$ cat src/rtl/eq_pkg.sv
// Shared types and default timing constants for the pot scan controller.
package eq_pkg;

   typedef enum logic [1:0] {
      IDLE  = 2'd0,
      GAP   = 2'd1,
      START = 2'd2,
      WAIT  = 2'd3
   } scan_state_e;

   localparam int SCAN_GAP_DEF     = 16;
   localparam int TIMEOUT_DEF      = 1024;
   localparam int WARMUP_SCANS_DEF = 2;

   // Bits needed for a counter spanning 0..n-1, never less than one.
   function automatic int cnt_w(input int n);
      return (n < 2) ? 1 : $clog2(n);
   endfunction

endpackage

$ cat src/rtl/pot_scan_ctrl_if.sv
// A2D conversion handshake: start/channel out from the scanner, done/result back.
interface pot_scan_ctrl_if #(
   parameter int RES_W  = 12,
   parameter int CHNL_W = 3
);
   logic              strt_cnv;
   logic [CHNL_W-1:0] chnnl;
   logic              cnv_cmplt;
   logic [RES_W-1:0]  res;

   modport master (output strt_cnv, chnnl, input cnv_cmplt, res);
   modport slave  (input strt_cnv, chnnl, output cnv_cmplt, res);
endinterface

$ cat src/rtl/pot_filter.sv
// Per-channel value store. With POT_FILTER_EN defined it is a 1/4-weight IIR
// whose first load after reset takes the sample directly; otherwise a plain register.
module pot_filter #(
   parameter int RES_W = 12
) (
   input  logic             clk,
   input  logic             rst,
   input  logic             load,
   input  logic [RES_W-1:0] res,
   output logic [RES_W-1:0] value
);

`ifdef POT_FILTER_EN
   logic [RES_W-1:0]  value_q, value_d;
   logic              primed_q, primed_d;
   logic signed [RES_W:0] diff;
   logic signed [RES_W:0] step;

   always_comb begin
      value_d  = value_q;
      primed_d = primed_q;
      diff     = $signed({1'b0, res}) - $signed({1'b0, value_q});
      step     = diff >>> 2;
      if (load) begin
         primed_d = 1'b1;
         // Sum wraps to RES_W bits; the step magnitude never exceeds the gap.
         value_d  = primed_q ? (value_q + RES_W'(step)) : res;
      end
   end

   always_ff @(posedge clk) begin
      if (rst) begin
         value_q  <= '0;
         primed_q <= 1'b0;
      end else begin
         value_q  <= value_d;
         primed_q <= primed_d;
      end
   end
`else
   logic [RES_W-1:0] value_q, value_d;

   always_comb begin
      value_d = value_q;
      if (load) value_d = res;
   end

   always_ff @(posedge clk) begin
      if (rst) value_q <= '0;
      else     value_q <= value_d;
   end
`endif

   assign value = value_q;

endmodule

$ cat src/rtl/pot_scan_ctrl.sv
// Round-robin A2D scanner holding one value per channel; optional smoothing
// in pot_filter is selected by the POT_FILTER_EN macro.
//
//   state | meaning
//   IDLE  | one cycle after reset, loads the gap timer
//   GAP   | idle SCAN_GAP cycles between conversions
//   START | strt_cnv pulse, arms the timeout timer
//   WAIT  | waiting for cnv_cmplt or timeout, then advance channel
module pot_scan_ctrl
   import eq_pkg::*;
#(
   parameter int NUM_CH       = 6,
   parameter int RES_W        = 12,
   parameter int CHNL_W       = 3,
   parameter int SCAN_GAP     = SCAN_GAP_DEF,
   parameter int TIMEOUT      = TIMEOUT_DEF,
   parameter int WARMUP_SCANS = WARMUP_SCANS_DEF
) (
   input  logic                    clk,
   input  logic                    rst,
   pot_scan_ctrl_if.master         a2d,
   output logic [NUM_CH*RES_W-1:0] pot_val,
   output logic [NUM_CH-1:0]       pot_upd,
   output logic                    scan_done,
   output logic                    ready,
   output logic [NUM_CH-1:0]       to_err
);

   localparam int GAP_W = cnt_w(SCAN_GAP);
   localparam int TMO_W = cnt_w(TIMEOUT);
   localparam int SCN_W = cnt_w(WARMUP_SCANS + 1);

   localparam logic [GAP_W-1:0]  GAP_LD  = GAP_W'(SCAN_GAP - 1);
   localparam logic [TMO_W-1:0]  TMO_LD  = TMO_W'(TIMEOUT - 1);
   localparam logic [SCN_W-1:0]  SCN_MAX = SCN_W'(WARMUP_SCANS);
   localparam logic [CHNL_W-1:0] LAST_CH = CHNL_W'(NUM_CH - 1);

   scan_state_e       state_q, state_d;
   logic [GAP_W-1:0]  gap_cnt_q, gap_cnt_d;
   logic [TMO_W-1:0]  tmo_cnt_q, tmo_cnt_d;
   logic [CHNL_W-1:0] ch_q, ch_d;
   logic [SCN_W-1:0]  scan_cnt_q, scan_cnt_d;
   logic [NUM_CH-1:0] upd_q, upd_d;
   logic [NUM_CH-1:0] to_err_q, to_err_d;
   logic              scan_done_q, scan_done_d;
   logic              ready_q, ready_d;

   logic [NUM_CH-1:0] ch_onehot;
   logic [NUM_CH-1:0] load_vec;
   logic              advance;

   assign ch_onehot = NUM_CH'(1) << ch_q;

   always_comb begin
      state_d     = state_q;
      gap_cnt_d   = gap_cnt_q;
      tmo_cnt_d   = tmo_cnt_q;
      ch_d        = ch_q;
      scan_cnt_d  = scan_cnt_q;
      upd_d       = '0;
      to_err_d    = to_err_q;
      scan_done_d = 1'b0;
      ready_d     = ready_q | (scan_cnt_q >= SCN_MAX);
      load_vec    = '0;
      advance     = 1'b0;

      case (state_q)
         IDLE: begin
            state_d   = GAP;
            gap_cnt_d = GAP_LD;
         end
         GAP: begin
            if (gap_cnt_q == '0) state_d = START;
            else                 gap_cnt_d = gap_cnt_q - GAP_W'(1);
         end
         START: begin
            state_d   = WAIT;
            tmo_cnt_d = TMO_LD;
         end
         WAIT: begin
            // A completion on the expiry cycle wins over the timeout.
            if (a2d.cnv_cmplt) begin
               load_vec = ch_onehot;
               upd_d    = ch_onehot;
               advance  = 1'b1;
            end else if (tmo_cnt_q == '0) begin
               to_err_d = to_err_q | ch_onehot;
               advance  = 1'b1;
            end else begin
               tmo_cnt_d = tmo_cnt_q - TMO_W'(1);
            end
         end
         default: state_d = IDLE;
      endcase

      if (advance) begin
         state_d   = GAP;
         gap_cnt_d = GAP_LD;
         if (ch_q == LAST_CH) begin
            ch_d        = '0;
            scan_done_d = 1'b1;
            if (scan_cnt_q < SCN_MAX) scan_cnt_d = scan_cnt_q + SCN_W'(1);
         end else begin
            ch_d = ch_q + CHNL_W'(1);
         end
      end
   end

   always_ff @(posedge clk) begin
      if (rst) begin
         state_q     <= IDLE;
         gap_cnt_q   <= '0;
         tmo_cnt_q   <= '0;
         ch_q        <= '0;
         scan_cnt_q  <= '0;
         upd_q       <= '0;
         to_err_q    <= '0;
         scan_done_q <= 1'b0;
         ready_q     <= 1'b0;
      end else begin
         state_q     <= state_d;
         gap_cnt_q   <= gap_cnt_d;
         tmo_cnt_q   <= tmo_cnt_d;
         ch_q        <= ch_d;
         scan_cnt_q  <= scan_cnt_d;
         upd_q       <= upd_d;
         to_err_q    <= to_err_d;
         scan_done_q <= scan_done_d;
         ready_q     <= ready_d;
      end
   end

   for (genvar g = 0; g < NUM_CH; g++) begin : g_ch
      pot_filter #(.RES_W(RES_W)) u_filt (
         .clk   (clk),
         .rst   (rst),
         .load  (load_vec[g]),
         .res   (a2d.res),
         .value (pot_val[g*RES_W +: RES_W])
      );
   end

   assign a2d.strt_cnv = (state_q == START);
   assign a2d.chnnl    = ch_q;
   assign pot_upd      = upd_q;
   assign scan_done    = scan_done_q;
   assign ready        = ready_q;
   assign to_err       = to_err_q;

endmodule
$ cat src/flat_wrapper.sv
// flat-port wrapper written by rule: the top's interface ports become plain ports
module pot_scan_ctrl_flat import eq_pkg::*;
#(
   parameter int NUM_CH       = 6,
   parameter int RES_W        = 12,
   parameter int CHNL_W       = 3,
   parameter int SCAN_GAP     = SCAN_GAP_DEF,
   parameter int TIMEOUT      = TIMEOUT_DEF,
   parameter int WARMUP_SCANS = WARMUP_SCANS_DEF
)
  (clk, rst, pot_val, pot_upd, scan_done, ready, to_err, a2d_strt_cnv, a2d_chnnl, a2d_cnv_cmplt, a2d_res);
  pot_scan_ctrl_if #(.RES_W(RES_W), .CHNL_W(CHNL_W)) a2d_i ();
  input  logic clk;
  input  logic rst;
  output logic [NUM_CH*RES_W-1:0] pot_val;
  output logic [NUM_CH-1:0] pot_upd;
  output logic scan_done;
  output logic ready;
  output logic [NUM_CH-1:0] to_err;
  output wire logic [$bits(a2d_i.strt_cnv)-1:0] a2d_strt_cnv;
  output wire logic [$bits(a2d_i.chnnl)-1:0] a2d_chnnl;
  input wire logic [$bits(a2d_i.cnv_cmplt)-1:0] a2d_cnv_cmplt;
  input wire logic [$bits(a2d_i.res)-1:0] a2d_res;
  assign a2d_strt_cnv = a2d_i.strt_cnv;
  assign a2d_chnnl = a2d_i.chnnl;
  assign a2d_i.cnv_cmplt = a2d_cnv_cmplt;
  assign a2d_i.res = a2d_res;
  pot_scan_ctrl #(.NUM_CH(NUM_CH), .RES_W(RES_W), .CHNL_W(CHNL_W), .SCAN_GAP(SCAN_GAP), .TIMEOUT(TIMEOUT), .WARMUP_SCANS(WARMUP_SCANS)) u_core (.clk(clk), .rst(rst), .a2d(a2d_i), .pot_val(pot_val), .pot_upd(pot_upd), .scan_done(scan_done), .ready(ready), .to_err(to_err));
endmodule
$ cat config.mk
export PLATFORM = sky130hd
export DESIGN_NAME = pot_scan_ctrl_flat
export DESIGN_NICKNAME = d
export VERILOG_FILES = /design/src/rtl/eq_pkg.sv /design/src/rtl/pot_scan_ctrl_if.sv /design/src/rtl/pot_filter.sv /design/src/rtl/pot_scan_ctrl.sv /design/src/flat_wrapper.sv
export SDC_FILE = /design/constraint.sdc
export NUM_CORES = 1
export LEC_CHECK = 0
export CORE_UTILIZATION = 52
export DETAILED_ROUTE_END_ITERATION = 12
export PLACE_DENSITY = 0.84
export SYNTH_ARGS = -nofsm -noshare
export SYNTH_HDL_FRONTEND = slang
export SYNTH_HIERARCHICAL = 1
export SYNTH_SLANG_ARGS = --single-unit
$ cat constraint.sdc
create_clock -name clk -period 3.6 [get_ports clk]
set_input_delay 1.08 -clock clk [delete_from_list [all_inputs] [get_ports clk]]
set_output_delay 1.08 -clock clk [all_outputs]
set_load 0.05 [all_outputs]
After elaboration in Yosys (flattened, before gate mapping)
Cells that the tools add are included.
{ "classes": {"add_sub_neg": 4, "n_lt_le_gt_ge": 2, "n_eq_ne": 9, "shift": 1, "mux": 16, "n_bitwise": 4, "n_reduce_logical": 15} }
{ "op_table": {"columns": ["op", "n"], "rows": [
  ["$mux 10", 2],
  ["$pmux 10 s2", 1],
  ["$mux 6", 2],
  ["$logic_not 10->1", 1],
  ["$sub 10x1->10 const B", 1],
  ["$reduce_and 3->1", 3],
  ["$mux 4", 2],
  ["$pmux 4 s2", 1],
  ["$or 6x6->6", 1],
  ["$pmux 2 s3", 1],
  ["$reduce_and 2->1", 3],
  ["$reduce_bool 3->1", 2],
  ["$shl 1x3->6 const A", 1],
  ["$mux 1", 5],
  ["$eq 2x2->1 const B", 2],
  ["$logic_not 4->1", 1],
  ["$ne 2x2->1 const B", 2],
  ["$reduce_bool 4->1", 1],
  ["$reduce_or 2->1", 2],
  ["$sub 4x1->4 const B", 1],
  ["$add 3x1->3 const B", 1],
  ["$eq 3x3->1 const B", 1],
  ["$mux 3", 1],
  ["$ne 3x1->1 const B", 1],
  ["11 further kinds", 12]
]} }
{ "word_totals": {"register_bits": 107} }

Depth between registers and ports, before layout
Gate-level depths: netlist of the first run.
{ "depth": {"ltp_word": 6, "ltp_mapped": 8, "depth_no_buf": 6} }

Modules after synthesis
Netlist of the first run, hierarchy kept.
{ "modules_own_cells": {"columns": ["mod", "n_inst", "cells_each", "area_each_um2", "seq_area_each_um2"], "rows": [
  ["pot_filter", 6, 38, 420.4, 240.2],
  ["pot_scan_ctrl", 1, 198, 1646.6, 700.7]
]} }

Least setup slack after synthesis of the first run
Ideal clock, no wire load.
{ "synth_timing": {"path_type": "in2reg", "start": "input port a2d_cnv_cmplt", "end": "register u_core.tmo_cnt_q[7]", "arrival_ps": 2160, "required_time_ps": 3526, "slack_ps": 1366, "stages": 5, "n_path_buf": 1, "path_cell_list": "nand2_1 -> clkbuf_1 -> nand4_1 -> or4_1 -> a31oi_1"} }
{ "synth_between": {"elab_chain_len": 2} }
{ "synth_lines": {"columns": ["element", "line", "text"], "rows": [
  ["start, declared", "flat_wrapper.sv:22", "input wire logic [$bits(a2d_i.cnv_cmplt)-1:0] a2d_cnv_cmplt;"],
  ["$ne 2x2->1 (no source line)", null, null],
  ["$reduce_and 3->1 (no source line)", null, null],
  ["end signal, assigned", "pot_scan_ctrl.sv:123", "tmo_cnt_q <= tmo_cnt_d;"],
  ["end, declared", "pot_scan_ctrl.sv:40", "logic [TMO_W-1:0] tmo_cnt_q, tmo_cnt_d;"]
]} }
No other way between the ends.
A chain may end at the register's enable or synchronous reset.

Worst setup path after layout of the first run
{ "layout_timing": {"start": "register u_core.state_q[0]", "end": "output port a2d_strt_cnv"} }
{ "layout_between": {"elab_chain_len": 1} }
{ "layout_lines": {"columns": ["element", "line", "text"], "rows": [
  ["start, declared", "pot_scan_ctrl.sv:38", "scan_state_e state_q, state_d;"],
  ["start signal, assigned", "pot_scan_ctrl.sv:121", "state_q <= state_d;"],
  ["$eq 2x2->1", "pot_scan_ctrl.sv:143", "assign a2d.strt_cnv = (state_q == START);"],
  ["end, declared", "flat_wrapper.sv:20", "output wire logic [$bits(a2d_i.strt_cnv)-1:0] a2d_strt_cnv;"]
]} }
No other way between the ends.

==> flow_summary.ini, run 1 <==
[clock_network]
postCtsSetupBuffers = 0
clk_latency_ps = 370
cts_tree = done
cts_made_buffers = 9
htree_levels = 3
clk_path_buf_depth = 2
cts.sinks = 107
path_clk_slew_ps = 100
cts_resized = 0
cts_hold_buf = 0
cts-root-buf = clkbuf_8

[worst_setup_path]
crit_path_start_kind = flop
cp.required_ps = 2520
end_kind = output port
crit_path_max_fanout = 5
r2r-end = u_core/scan_cnt_q[0]
reg2regPathDepth = 5
crit_arrival_ps = 1920
path_class = reg2out
rrSetupSlack_ps = 1150
critPathLaunch = u_core/state_q[0]
r2r-start = u_core/state_q[0]

[logic_synthesis]
ys_async_sr_fraction_pct = 0
syn_nets = 450
netlist_area_um2 = 4170
synth_edf_count = 0
synth-main-ff-cell = dfxtp_1
syn_area_per_cell_um2 = 9.79
synth_cell_types = 40
seq_area_frac_synth_pct = 51.4
ys_warn_count = 6
synth-seq-cells = 107
syn_inst = 426

[place]
port_buffers = 104
hpwl_um = 7310
routabilityCongestion = 0.829

[global_route]
grt_pass1_vias = 3293
grt_usage_pct = 25.5
grt_pass1_wl_um = 16600
top_usage_layer = met2
grt_start_max_net_pins = 33
antenna_found_initial = 0
met2_usage_pct = 44.6
met1_usage_pct = 31.0
grt.met3_usage_pct = 5.19
overflow = 0

[drt]
dr.pass1.iters = 4
viasPerCell = 5.41
vias = 3436
wl_um = 10400
ant_nets = 0
wl_per_cell_um = 16.4
route.detailed.drc = 0
drtIter0Drc = 169

[power_and_ir_drop]
netSwitchingPower_uw = 893
switching_share_pct = 33.2
combPwrFrac_pct = 24.0
p_seq_share_pct = 50.5
p_clk_share_pct = 25.5
ir_drop_mv = 0.476
p_leak_uw = 0.00187
intPower_uw = 1790
power_density_nw_per_um2 = 493

[timing]
rsz0062_at_grt = false
slew_violations = 0
max_freq_mhz = 334
timing_hold_violations_final = 0
relSlewSlack_pct = 55.7
finalSetupViolations = 0
period_share_pct = 83.2
min_period_ps = 3000
finalSetupTns_ps = 0
max_slew.worst_pin.slew_ps = 660
fin_skew_ps = 9.87

[min_path]
hold_path_startpoint = u_core/to_err[5]
worst_hold_path.endpoint = u_core/to_err[5]
hold_class = reg2reg
holdPathStages = 2

[floorplan]
rows = 32
die_h_um = 91.5
ios = 105
core_um2 = 7730
dieArea_um2 = 8380
die_w_um = 91.5
start_util_pct = 54.0

[finish]
final_util_pct = 70.6
nets = 552
layout.cells.most_common_list = 107 x dfxtp_1, 103 x clkdlybuf4s50_1, 103 x nor2_1
drive_above_1_share_pct = 6.57
syn2layout_area_growth_pct = 30.9
final_common_cell = dfxtp_1
n_antenna_cell = 0

[run]
drv_cap = 0

[run_status]
status = completed
==> synthesized netlist by cell type, types with 2 or more instances <==
cell        n  area (µm²)
dfxtp_1   107        2140
nor2_1    103         387
mux2i_1    73         731
nor3_1     15        75.1
clkbuf_1   13        48.8
a21oi_1    11        55.1
inv_1      11        41.3
ha_1        9         113
a31oi_1     8        50.1
nand2_1     7        26.3
o21ai_0     7        35.0
buf_6       6        67.6
nand3_1     5        25.0
or3_1       5        31.3
a211oi_1    4        30.0
nand2b_1    4        25.0
nor4_1      4        25.0
or3b_2      3        26.3
or4_1       3        22.5
a311oi_1    2        17.5
and2_1      2        12.5
buf_1       2        7.51
nand3b_1    2        15.0
o31a_1      2        17.5
o31ai_1     2        15.0
or2_2       2        12.5
==> routing by layer <==
metal / vias to the layer above / routed length (µm)
met2: 114 / 5060
met4: 0 / 174
li1: 1671 / -
met3: 17 / 530
met5: - / 0
met1: 1634 / 4660
==> worst max-delay path: stages (launching register included) <==
cell and delay [ps]:
dfxtp_1 370, inv_1 100, ha_1 250, clkdlybuf4s50_1 830
==> layout make-up <==
type	instances	area, µm²
Clock buffer	9	124
Clock inverter	7	58.8
Fill cell	572	2270
Inverter	11	41.3
Multi-Input combinational cell	285	1850
Sequential cell	107	2140
Tap cell	102	128
Timing Repair Buffer	114	1110
==> stage by stage <==
stage	instances	hold WS, ps	setup WS (ps)	instance area (µm²)	power (µW)
2_1_floorplan	426	454	1370	4170	1860
3_3_place_gp	619	450	773	5270	1980
3_5_place_dp	619	463	694	5270	2010
4_1_cts	635	487	580	5460	2700
5_1_grt	635	519	515	5460	2840
6_report	635	483	604	5460	2690
==> registers in the layout (all words and copies together) (netlist names) <==
signal,count
u_core/g_ch.u_filt/value,72
u_core/tmo_cnt_q,10
u_core/pot_upd,6
u_core/to_err,6
u_core/gap_cnt_q,4
u_core/a2d.chnnl,3
u_core/scan_cnt_q,2
u_core/state_q,2
u_core/ready,1
u_core/scan_done,1
==> power by group through the flow <==
stage | Sequential, µW | Combinational [µW] | Clock [µW]
final | 1360 | 645 | 686
after global routing | 1370 | 713 | 756
after global placement | 1370 | 608 | 0
after CTS | 1350 | 639 | 703
after detailed placement | 1380 | 635 | 0
after floorplan | 1390 | 469 | 0
==> worst max-delay path by stage <==
stage,endpoint,cells past startpoint
global route,a2d_strt_cnv,3
CTS,a2d_strt_cnv,3
floorplan,u_core/tmo_cnt_q[7],5
global placement,u_core/scan_cnt_q[0],5
finish,a2d_strt_cnv,3
detailed placement,u_core/scan_cnt_q[0],5
==> cells by family after synthesis <==
family / count (synthesis) / share of synthesized area [%]
AND/OR/NAND/NOR: 161 / 17.5
adder cells (fa/ha/maj): 9 / 2.70
buffers and inverters: 34 / 4.20
AO/OA/AOI/OAI: 41 / 6.45
XOR/XNOR: 1 / 0.210
multiplexers: 73 / 17.5
flip-flops: 107 / 51.4
Note: power is estimated with default switching activity, not from simulation.
==> run 2: changes to the inputs <==
--- a/config.mk
+++ b/config.mk
@@ -5,9 +5,9 @@
 export SDC_FILE = /design/constraint.sdc
 export NUM_CORES = 1
 export LEC_CHECK = 0
-export CORE_UTILIZATION = 52
+export CORE_UTILIZATION = 49
 export DETAILED_ROUTE_END_ITERATION = 12
-export PLACE_DENSITY = 0.84
+export PLACE_DENSITY = 0.8
 export SYNTH_ARGS = -nofsm -noshare
 export SYNTH_HDL_FRONTEND = slang
 export SYNTH_HIERARCHICAL = 1
==> constraint.sdc (replaced) <==
create_clock -name clk -period 3.1 [get_ports clk]
set_input_delay 0.93 -clock clk [delete_from_list [all_inputs] [get_ports clk]]
set_output_delay 0.93 -clock clk [all_outputs]
set_load 0.05 [all_outputs]
==> flow_summary.ini, run 2 (same netlist as run 1, synthesis figures left out) <==
[clock_network]
cts_made_buffers = 9
htree_levels = 3
clk_path_buf_depth = 2
cts_tree = done
path_clk_slew_ps = 100
cts-root-buf = clkbuf_8
cts_hold_buf = 0
cts.sinks = 107
clk_latency_ps = 360
postCtsSetupBuffers = 0
cts_resized = 0

[timing]
rsz0062_at_grt = false
max_slew.worst_pin.slew_ps = 695
min_period_ps = 2870
fin_skew_ps = 10.5
relSlewSlack_pct = 53.7
hold_slack_ps = 485
timing_hold_violations_final = 0
slew_violations = 0
period_share_pct = 92.5
finalSetupViolations = 0
finalSetupTns_ps = 0
max_freq_mhz = 349

[finish]
largest_reg_flops = 72
drive_above_1_share_pct = 6.57
nets = 552
syn2layout_area_growth_pct = 31.4
layout.cells.most_common_list = 107 x dfxtp_1, 103 x clkdlybuf4s50_1, 103 x nor2_1
n_antenna_cell = 0
final_common_cell = dfxtp_1

[floorplan]
rows = 33
core_um2 = 8220
dieArea_um2 = 8880
ios = 105
die_w_um = 94.2
die_h_um = 94.2
start_util_pct = 50.7

[drt]
dr.pass1.iters = 4
ant_nets = 0
vias = 3403
route.detailed.drc = 0
drtIter0Drc = 159
wl_per_cell_um = 15.9
wl_um = 10200
viasPerCell = 5.33

[worst_setup_path]
reg2regPathDepth = 5
crit_buf_inv = 2
critPathLaunch = u_core/state_q[0]
path_class = reg2out
end_kind = output port
crit_path_max_fanout = 5
worstSetupPathDepth = 3
crit_path_start_kind = flop
r2r-end = u_core/scan_cnt_q[0]
timing.critical_path.slowest_cell_delay_ps = 840
rrSetupSlack_ps = 680
crit_family = buffers and inverters
crit_arrival_ps = 1940
r2r-start = u_core/state_q[0]
cp.required_ps = 2170
worstPathCellList = inv_1 > ha_1 > clkdlybuf4s50_1
critPathSlowestCell = clkdlybuf4s50_1
crit_path_end = a2d_strt_cnv

[power_and_ir_drop]
switching_share_pct = 32.1
p_leak_uw = 0.00187
power_density_nw_per_um2 = 580
ir_drop_mv = 0.389
intPower_uw = 2160
p_clk_share_pct = 26.9
netSwitchingPower_uw = 1020
combPwrFrac_pct = 23.5
p_seq_share_pct = 49.6

[place]
port_buffers = 104
routabilityCongestion = 0.872
hpwl_um = 7090

[global_route]
grt_pass1_vias = 3130
overflow = 0
antenna_found_initial = 0
grt_start_max_net_pins = 40
grt_pass1_wl_um = 15900
grt_usage_pct = 23.7

[run_status]
status = completed

[run]
drv_cap = 0

[min_path]
hold_class = reg2reg
[run 2: cell types whose count changed in the layout (fill, tap and decap cells not counted)]
cell / delta
clkinvlp_4: +1
inv_8: -1
bufinv_16: +1
clkinv_4: -1
[run 2: worst register-to-register path, stage by stage, from the launching register on]
cell,delay (ps)
dfxtp_1,430
ha_1,370
or3b_2,560
o31a_1,420
or4_1,450
a21oi_1,140
[run 2: worst min path at each step]
stage / start / to / slack [ps] / cells past startpoint
floorplan: u_core/scan_cnt_q[0] / u_core/scan_cnt_q[0] / 450 / 2
detailed placement: u_core/to_err[4] / u_core/to_err[4] / 460 / 2
global placement: u_core/to_err[0] / u_core/to_err[0] / 450 / 2
finish: u_core/ready / u_core/ready / 480 / 2
global route: u_core/scan_cnt_q[0] / u_core/scan_cnt_q[0] / 520 / 2
CTS: u_core/to_err[3] / u_core/to_err[3] / 490 / 2
[run 2: cell type report]
cell class | instances | area [µm²]
clock inverter | 7 | 76.3
inverter | 11 | 41.3
sequential | 107 | 2140
timing repair buffer | 114 | 1110
multi-input combinational | 285 | 1850
clock buffer | 9 | 124
fill | 655 | 2740
tap | 105 | 131
[run 2: per-stage QoR]
step           setup WS (ps)  util, %  cell area (µm²)  cells  power (µW)
2_1_floorplan            950        -             4170    426        2160
3_3_place_gp             438     64.2             5280    622        2300
3_5_place_dp             376     64.2             5280    622        2330
4_1_cts                  223     66.7             5480    638        3180
5_1_grt                  150     66.7             5480    638        3350
6_report                 232     66.7             5480    638        3180
[run 2: per-layer routing]
metal	wire length, µm	up-vias	GRT usage [%]
li1	-	1665	-
met1	4540	1599	30.7
met2	4780	123	38.0
met3	656	16	5.18
met4	180	0	9.62
met5	0	-	0
[run 2: power groups by stage]
stage	logic, µW	registers (µW)	clock network, µW
finish	748	1580	853
global placement	704	1600	0
floorplan	545	1620	0
global route	826	1590	930
CTS	740	1570	870
detailed placement	736	1600	0
